## config.mk

```make
export PLATFORM = sky130hd
export DESIGN_NAME = ddr4_cmd_scheduler
export DESIGN_NICKNAME = d
export VERILOG_FILES = /design/src/rtl/ddr4_cmd_scheduler.sv
export SDC_FILE = /design/constraint.sdc
export NUM_CORES = 2
export LEC_CHECK = 0
export BUFFER_PORTS_ARGS = -buffer_cell sky130_fd_sc_hd__buf_2
export CAP_MARGIN = 20
export CORE_ASPECT_RATIO = 1.2
export CORE_MARGIN = 2
export CORE_UTILIZATION = 30
export CTS_CLUSTER_SIZE = 10
export DETAILED_ROUTE_END_ITERATION = 16
export SLEW_MARGIN = 20
export SYNTH_ARGS = -nofsm -noshare
export SYNTH_HDL_FRONTEND = slang
export SYNTH_SLANG_ARGS = --single-unit
```

## constraint.sdc

```tcl
create_clock -name clk -period 6.87 [get_ports clk]
set_clock_uncertainty 0.1 [all_clocks]
set_input_delay 0.3435 -clock clk [delete_from_list [all_inputs] [get_ports clk]]
set_output_delay 0.3435 -clock clk [all_outputs]
set_load 0.02 [all_outputs]
```

## src/rtl/ddr4_cmd_scheduler.sv

```systemverilog
// DDR4 command sequencer: one read/write request at a time becomes PRE/ACT/RD/WR
// with open-page row tracking, per-bank tRAS/tWR timers and data-window strobes.
module ddr4_cmd_scheduler #(
  parameter int RANKS     = 1,
  parameter int BGWIDTH   = 2,
  parameter int BAWIDTH   = 2,
  parameter int ADDRWIDTH = 17,
  parameter int COLWIDTH  = 10,
  parameter int BL        = 8,
  parameter int TINIT     = 5,
  parameter int TRCD      = 15,
  parameter int TCL       = 15,
  parameter int TCWL      = 12,
  parameter int TRP       = 15,
  parameter int TRAS      = 36,
  parameter int TWR       = 18,
  localparam int RW       = (RANKS > 1) ? $clog2(RANKS) : 1
) (
  input  logic                 clk,
  input  logic                 rst,
  input  logic                 req_valid,
  output logic                 req_ready,
  input  logic                 req_we,
  input  logic [RW-1:0]        req_rank,
  input  logic [BGWIDTH-1:0]   req_bg,
  input  logic [BAWIDTH-1:0]   req_ba,
  input  logic [ADDRWIDTH-1:0] req_row,
  input  logic [COLWIDTH-1:0]  req_col,
  output logic                 cke,
  output logic [RANKS-1:0]     cs_n,
  output logic                 act_n,
  output logic [ADDRWIDTH-1:0] A,
  output logic [BGWIDTH-1:0]   bg,
  output logic [BAWIDTH-1:0]   ba,
  output logic                 odt,
  output logic                 parity,
  output logic                 wr_en,
  output logic                 rd_valid,
  output logic                 done
);

  localparam int BW  = RW + BGWIDTH + BAWIDTH;
  localparam int NB  = 1 << BW;
  localparam int TCW = $clog2(((TRAS > TWR) ? TRAS : TWR) + 1);
  localparam int WCW = 16;

  typedef enum logic [3:0] {
    S_INIT, S_IDLE, S_PRE, S_PRE_WAIT, S_ACT, S_ACT_WAIT, S_CAS, S_DATA_LAT, S_BURST
  } state_t;

  state_t         state, state_d;
  logic [WCW-1:0] cnt, cnt_d;

  logic                 we_q;
  logic [RW-1:0]        rank_q;
  logic [BGWIDTH-1:0]   bg_q;
  logic [BAWIDTH-1:0]   ba_q;
  logic [ADDRWIDTH-1:0] row_q;
  logic [COLWIDTH-1:0]  col_q;

  logic                 open_v   [NB];
  logic [ADDRWIDTH-1:0] open_row [NB];
  logic [TCW-1:0]       ras_cnt  [NB];
  logic [TCW-1:0]       wr_cnt   [NB];

  logic [BW-1:0] bank_in, bank_q;
  assign bank_in = {req_rank, req_bg, req_ba};
  assign bank_q  = {rank_q, bg_q, ba_q};

  logic                 latch, issue_pre, issue_act, issue_cas, data_on, wr_end;
  logic                 cke_d, ready_d, done_d, act_n_d;
  logic [RANKS-1:0]     cs_n_d;
  logic [ADDRWIDTH-1:0] a_d;
  logic [BGWIDTH-1:0]   bg_d;
  logic [BAWIDTH-1:0]   ba_d;
  logic [WCW-1:0]       cas_lat;

  assign cas_lat = we_q ? WCW'(TCWL - 1) : WCW'(TCL - 1);

  // Outputs are computed here one cycle ahead and registered, so every wait
  // state issues the following command itself when its count expires.
  always_comb begin
    state_d   = state;
    cnt_d     = cnt;
    cke_d     = cke;
    ready_d   = 1'b0;
    done_d    = 1'b0;
    latch     = 1'b0;
    issue_pre = 1'b0;
    issue_act = 1'b0;
    issue_cas = 1'b0;
    data_on   = 1'b0;
    wr_end    = 1'b0;
    unique case (state)
      S_INIT: begin
        if (cnt == '0) begin
          cke_d   = 1'b1;
          ready_d = 1'b1;
          state_d = S_IDLE;
        end else begin
          cnt_d = cnt - WCW'(1);
        end
      end
      S_IDLE: begin
        ready_d = 1'b1;
        if (req_valid && req_ready) begin
          ready_d = 1'b0;
          latch   = 1'b1;
          if (!open_v[bank_in])                     state_d = S_ACT;
          else if (open_row[bank_in] == req_row)    state_d = S_CAS;
          else                                      state_d = S_PRE;
        end
      end
      S_PRE: begin
        if (ras_cnt[bank_q] >= TCW'(TRAS) && wr_cnt[bank_q] >= TCW'(TWR)) begin
          issue_pre = 1'b1;
          cnt_d     = WCW'(TRP - 1);
          state_d   = S_PRE_WAIT;
        end
      end
      S_PRE_WAIT: begin
        if (cnt == '0) begin
          issue_act = 1'b1;
          cnt_d     = WCW'(TRCD - 1);
          state_d   = S_ACT_WAIT;
        end else begin
          cnt_d = cnt - WCW'(1);
        end
      end
      S_ACT: begin
        issue_act = 1'b1;
        cnt_d     = WCW'(TRCD - 1);
        state_d   = S_ACT_WAIT;
      end
      S_ACT_WAIT: begin
        if (cnt == '0) begin
          issue_cas = 1'b1;
          cnt_d     = cas_lat;
          state_d   = S_DATA_LAT;
        end else begin
          cnt_d = cnt - WCW'(1);
        end
      end
      S_CAS: begin
        issue_cas = 1'b1;
        cnt_d     = cas_lat;
        state_d   = S_DATA_LAT;
      end
      S_DATA_LAT: begin
        if (cnt == '0) begin
          data_on = 1'b1;
          cnt_d   = WCW'(BL - 1);
          state_d = S_BURST;
        end else begin
          cnt_d = cnt - WCW'(1);
        end
      end
      S_BURST: begin
        if (cnt == '0) begin
          done_d  = 1'b1;
          ready_d = 1'b1;
          wr_end  = we_q;
          state_d = S_IDLE;
        end else begin
          data_on = 1'b1;
          cnt_d   = cnt - WCW'(1);
        end
      end
      default: state_d = S_INIT;
    endcase

    cs_n_d  = '1;
    act_n_d = 1'b1;
    a_d     = '0;
    bg_d    = '0;
    ba_d    = '0;
    if (issue_pre || issue_act || issue_cas) begin
      for (int unsigned i = 0; i < RANKS; i++) begin
        if (rank_q == RW'(i)) cs_n_d[i] = 1'b0;
      end
      bg_d = bg_q;
      ba_d = ba_q;
    end
    if (issue_act) begin
      act_n_d = 1'b0;
      a_d     = row_q;
    end
    if (issue_pre) a_d[16:14] = 3'b010;
    if (issue_cas) begin
      a_d[16:14]         = we_q ? 3'b100 : 3'b101;
      a_d[COLWIDTH-1:0]  = col_q;
    end
  end

  always_ff @(posedge clk) begin
    if (rst) begin
      state     <= S_INIT;
      cnt       <= WCW'(TINIT);
      cke       <= 1'b0;
      cs_n      <= '1;
      act_n     <= 1'b1;
      A         <= '0;
      bg        <= '0;
      ba        <= '0;
      odt       <= 1'b0;
      parity    <= 1'b0;
      req_ready <= 1'b0;
      wr_en     <= 1'b0;
      rd_valid  <= 1'b0;
      done      <= 1'b0;
      we_q      <= 1'b0;
      rank_q    <= '0;
      bg_q      <= '0;
      ba_q      <= '0;
      row_q     <= '0;
      col_q     <= '0;
      for (int unsigned b = 0; b < NB; b++) begin
        open_v[b]   <= 1'b0;
        open_row[b] <= '0;
        ras_cnt[b]  <= TCW'(TRAS);
        wr_cnt[b]   <= TCW'(TWR);
      end
    end else begin
      state     <= state_d;
      cnt       <= cnt_d;
      cke       <= cke_d;
      cs_n      <= cs_n_d;
      act_n     <= act_n_d;
      A         <= a_d;
      bg        <= bg_d;
      ba        <= ba_d;
      odt       <= data_on && we_q;
      wr_en     <= data_on && we_q;
      rd_valid  <= data_on && !we_q;
      parity    <= ^{act_n_d, a_d, bg_d, ba_d};
      req_ready <= ready_d;
      done      <= done_d;
      if (latch) begin
        we_q   <= req_we;
        rank_q <= req_rank;
        bg_q   <= req_bg;
        ba_q   <= req_ba;
        row_q  <= req_row;
        col_q  <= req_col;
      end
      // Timers hold "cycles since event" and saturate once the constraint is met.
      for (int unsigned b = 0; b < NB; b++) begin
        if (issue_act && bank_q == BW'(b)) begin
          open_v[b]   <= 1'b1;
          open_row[b] <= row_q;
          ras_cnt[b]  <= TCW'(1);
        end else begin
          if (issue_pre && bank_q == BW'(b)) open_v[b] <= 1'b0;
          if (ras_cnt[b] < TCW'(TRAS)) ras_cnt[b] <= ras_cnt[b] + TCW'(1);
        end
        if (wr_end && bank_q == BW'(b))  wr_cnt[b] <= TCW'(1);
        else if (wr_cnt[b] < TCW'(TWR))  wr_cnt[b] <= wr_cnt[b] + TCW'(1);
      end
    end
  end

endmodule

```

# == Word level (Yosys, flattened, before mapping) ==
# Memories as Yosys holds them, arrays and structs flattened. A register that Yosys moved wholly into a read port is not among the register bits.
# Index checks and enable logic that the tools add are counted.
# word_totals
regBits,82
ram_bits,960
output_inout_bits,30
n_memories,4
# memory_table
memory,depth,word_bits,rd,rd_ports_with_merged_regs,write_ports,line_no,text
open_row,32,17,1,0,32,62,logic [ADDRWIDTH-1:0] open_row [NB];
ras_cnt,32,6,33,1,32,63,logic [TCW-1:0] ras_cnt [NB];
wr_cnt,32,6,33,1,32,64,logic [TCW-1:0] wr_cnt [NB];
open_v,32,1,1,0,32,61,logic open_v [NB];
# classes
addsub,65
magnitude_cmp,66
eq_ne,47
mux,844
bitwise_logic,226
reduce_logical,114
# op_table
op,count
6-bit 2-to-1 mux,128
1-bit 2-to-1 mux,654
17-bit 2-to-1 mux,33
"6-bit by 1-bit adder with 6-bit output, second input constant",64
1-bit OR,224
"6-bit by 5-bit < comparator with 1-bit output, second input constant",32
"6-bit < comparator, second input constant",32
16-bit one-hot mux with 7 select lines,1
1-bit logical AND,100
"5-bit == test, second input constant",16
16-bit 2-to-1 mux,5
"5-bit by 4-bit == test with 1-bit output, second input constant",8
4-bit one-hot mux with 8 select lines,1
4-bit 2-to-1 mux,6
22-bit parity,1
"5-bit by 3-bit == test with 1-bit output, second input constant",4
5-bit 2-to-1 mux,4
17-bit == test,1
"4-bit by 3-bit == test with 1-bit output, second input constant",4
16-bit zero test,1
"16-bit by 1-bit subtractor with 16-bit output, second input constant",1
3-bit 2-to-1 mux,5
"2-bit != test, second input constant",6
"5-bit by 2-bit == test with 1-bit output, second input constant",2
other kinds (20),29

# == Depth between registers and ports, before layout ==
# depth
word_depth,10
depth_mapped,14
depth_no_buf,11

# == Worst setup path before layout ==
# No wires, ideal clock.
# synth_timing
kind,register to register
from,reg cnt[0]
to,mem open_row[18][0] (enable)
arrival_time_ps,2618
path_slack_ps,3783
path_stages_with_launch,12
path_cell_list,dfxtp_1 -> inv_1 -> ha_1 -> nor4b_1 -> and4_1 -> clkbuf_1 -> o2bb2ai_1 -> buf_2 -> buf_1 -> buf_1 -> a21oi_1 -> inv_1
# synth_lines
element,line_no,text
start: declaration,52,"logic [WCW-1:0] cnt, cnt_d;"
start signal: assignment,198,cnt <= WCW'(TINIT);
start signal: assignment,225,cnt <= cnt_d;
end: declaration,62,

==> impl_metrics.yaml <==
power_and_ir_drop:
  clock_power_share: 0.394
  p_switching_uw: 3718
  peakVddDrop_mv: 0.2214
  pwr-share-comb: 0.097
  p_int_uw: 11180
  leakagePower_uw: 0.02034
  sw_frac_of_total: 0.2496
  seqPwrFrac: 0.509
  powerDensity_nw_per_um2: 266.4
min_path:
  hp-class: "in2reg"
cts:
  cts-root-buf: "clkbuf_16"
  post_cts_resized: 0
  cts_tree: "built"
  clk_path_buf_depth: 3
  cts-buffers-inserted: 117
  cts_sinks: 1047
  htreeDepth: 3
  cts.clk_slew.worst_paths_ns: 0.06
  clkLatencyLatePin_ns: 0.77
critical_path:
  worst_path_most_repeated_cell: "nor4_2"
  ff2ff_setup_slack_ns: 2.37
  slowest_stage: "or3_2"
  critPathBufInv: 1
  crit_family: "simple AND/OR/NAND/NOR gates"
  crit_type: "reg2reg"
  endpoint_kind: "flop"
  cp_slowest_stage_delay_ns: 0.74
  cp.required_ns: 7.21
  path_cells: "o31ai_1 -> nor3_1 -> o311ai_0 -> nor4_2 -> nor4_2 -> nor2b_1 -> buf_4 -> or3_2 -> o21a_1"
  cp.arrival_ns: 4.84
  cp-start-kind: "flop"
  path_max_fanout: 32
synth:
  synthFlopType: "edfxtp_1"
  syn_area_per_cell_sq_um: 12.90
  synth_edf_count: 960
  async_flop_share: 0
  synth_area_sq_um: 49150
  synth_area_leader_cell: "edfxtp_1"
  synth_top_cells_by_area: "edfxtp_1, mux4_2, and3_1, dfxtp_1, nor2_1"
  ys_seq_area_frac: 0.6220
  synthCells: 3809
  ys_seq_elements: 1047
  yosysWarnings: 0
  synth.top_cell.area_share: 0.5865
  yosysUniqueCellTypes: 78
global_routing:
  grt_pass1_wl_mm: 206.2
  antenna_found_initial: 6
  grt_util_all_layers: 0.1633
  overflow: 0
  grt_pass1_vias: 32020
  grt_max_degree: 311
sta:
  worst_slack_ns: 2.372
  hold_violations: 0
  fmax_mhz: 222.3
  max_slew_margin: 0.2293
  fin_tns_setup_ns: 0
  setup_viol: 0
  rsz0062_at_grt: "no"
  period_minus_slack_ns: 4.498
  tightest_slew_ns: 1.156
  drv_slew: 0
  finalCritPeriodShare: 0.6547
detailed_routing:
  wire_per_inst_um: 22.66
  viasPerCell: 5.248
  drt-total-wl_mm: 139.0
  ant_nets: 0
  drc: 0
  drt-initial-drc-count: 3305
  first_pass_iters: 6
  dr_total_vias: 32200
outcome:
  run_status: "finished, final reports clean"
final_layout:
  drive_gt1_frac: 0.1187
  nets: 4005
  syn_to_final_growth_pct: 13.76
  final_core_util: 0.3439
  nFillCells: 15910
die:
  die_h_um: 447.4
  rows: 162
  die_area_sq_um: 167100
  pin_count: 66
  start_util: 0.3023
  die_width_um: 373.5
  fp.coreArea_sq_um: 162600
place:
  place_ws_ns: 2.175
  post-dp-hpwl_mm: 88.30
  gp_congestion: 0.8354
  port-buffer-count: 65
run:
  maxCapViolCount: 0
power groups by stage:
stage / registers (uW) / clock network, uW / logic, uW
after detailed placement: 7710 / 0 / 1420
final: 7580 / 5870 / 1440
after global placement: 7690 / 0 / 1410
after global routing: 7620 / 6220 / 1570
after floorplan: 7640 / 0 / 1000
after CTS: 7580 / 5980 / 1450
metrics by stage:
stage	power, uW	hold WS [ns]	instances	instance area [sq um]
5_1_grt	15410	0.1678	6134	55910
2_1_floorplan	8644	0.3491	3840	49270
4_1_cts	15010	0.1406	6133	55890
6_report	14890	0.2082	6135	55910
3_3_place_gp	9101	0.3523	5878	51970
3_5_place_dp	9131	0.3684	5878	51980
flip-flops by register name, indices dropped and copies added, names as in the netlist, 2 cells and up, named ones only:
register and flops:
cnt 16, col_q 10, bg_q 2, wr_cnt 192, row_q 17, bg 2
ba 2, ba_q 2, ras_cnt 192, open_v 32, state 4, A 17
open_row 544
final timing paths:
path | startpoint | endpoint | cells after the start
max | ras_cnt[20][2] | open_v[5] | 9
max reg2reg | ras_cnt[20][2] | open_v[5] | 9
min | req_bg[0] | bg_q[0] | 3
min reg2reg | cke | cke | 2
Yosys cell counts, types with 8 or more instances:
cell / count
xnor2_1: 108
nor3_1: 31
o21ai_0: 32
buf_1: 16
a21o_1: 30
nand3_1: 152
mux2i_1: 59
a22oi_1: 13
o21bai_1: 70
a21oi_1: 156
and3_1: 329
xor2_1: 117
nor2b_1: 44
buf_4: 9
clkbuf_1: 166
or3_1: 25
nand2_1: 240
o21a_1: 33
a311oi_1: 8
edfxtp_1: 960
nand2b_1: 45
o2111ai_1: 11
nor2_1: 453
dfxtp_1: 87
inv_1: 53
o22ai_1: 23
and2_1: 33
buf_2: 37
mux4_2: 145
or2_2: 18
o31ai_1: 30
ha_1: 65
nor4_1: 62
a31oi_1: 30
o31a_1: 17
nor4b_1: 8
placed cells by master (no fill, tap or decap), types with 47 or more instances in the layout:
cell type,netlist,routed
mux4_2,145,145
a21oi_1,156,155
clkbuf_1,166,84
dfxtp_1,87,87
o21bai_1,70,70
buf_2,37,62
xnor2_1,108,108
and3_1,329,329
buf_4,9,70
nand2_1,240,240
inv_1,53,47
nor2_1,453,434
ha_1,65,65
nor4_1,62,61
mux2i_1,59,59
clkbuf_16,0,117
xor2_1,117,117
nand3_1,152,152
edfxtp_1,960,960
tightest hold or removal path, stage by stage:
cell and delay (ns):
buf_2 0.33, nand2_1 0.20, a21oi_1 0.09
what timing repair did:
item                                    in CTS  in global routing
buffers inserted                             0                  0
endpoints found under the hold margin       33                  0
hold buffers                                38                  0
endpoints found under the setup margin       0                  0
routing by layer:
metal / vias to the layer above / GRT usage / share of wire / routed length, um
met2: 1213 / 0.2760 / 0.48 / 67290
met4: 2 / 0.06568 / 0.039 / 5432
met5: - / 0 / 0.000094 / 13
met3: 251 / 0.02899 / 0.072 / 10060
li1: 14500 / - / - / -
met1: 16230 / 0.2073 / 0.40 / 56220
cell families after synthesis:
group,share of synthesized area
AOI/OAI and AO/OA,0.06817
xor gates and xnor gates,0.04055
adders and majority gates,0.01655
buffers and inverters,0.02416
DFF,0.6220
muxes,0.07937
other,0.00007630
and+or+nand+nor,0.1492
layout make-up:
cell class | instances | area [sq um] | area share
timing repair buffer | 177 | 1331 | 0.02381
multi-input combinational | 2506 | 17600 | 0.3148
antenna | 1 | 2.502 | 0.00004476
clock inverter | 14 | 265.3 | 0.004744
inverter | 55 | 206.4 | 0.003692
tap | 2132 | 2668 | 0.04771
clock buffer | 203 | 3271 | 0.05850
sequential | 1047 | 30570 | 0.5467
Note: power is estimated with default switching activity, not from simulation.
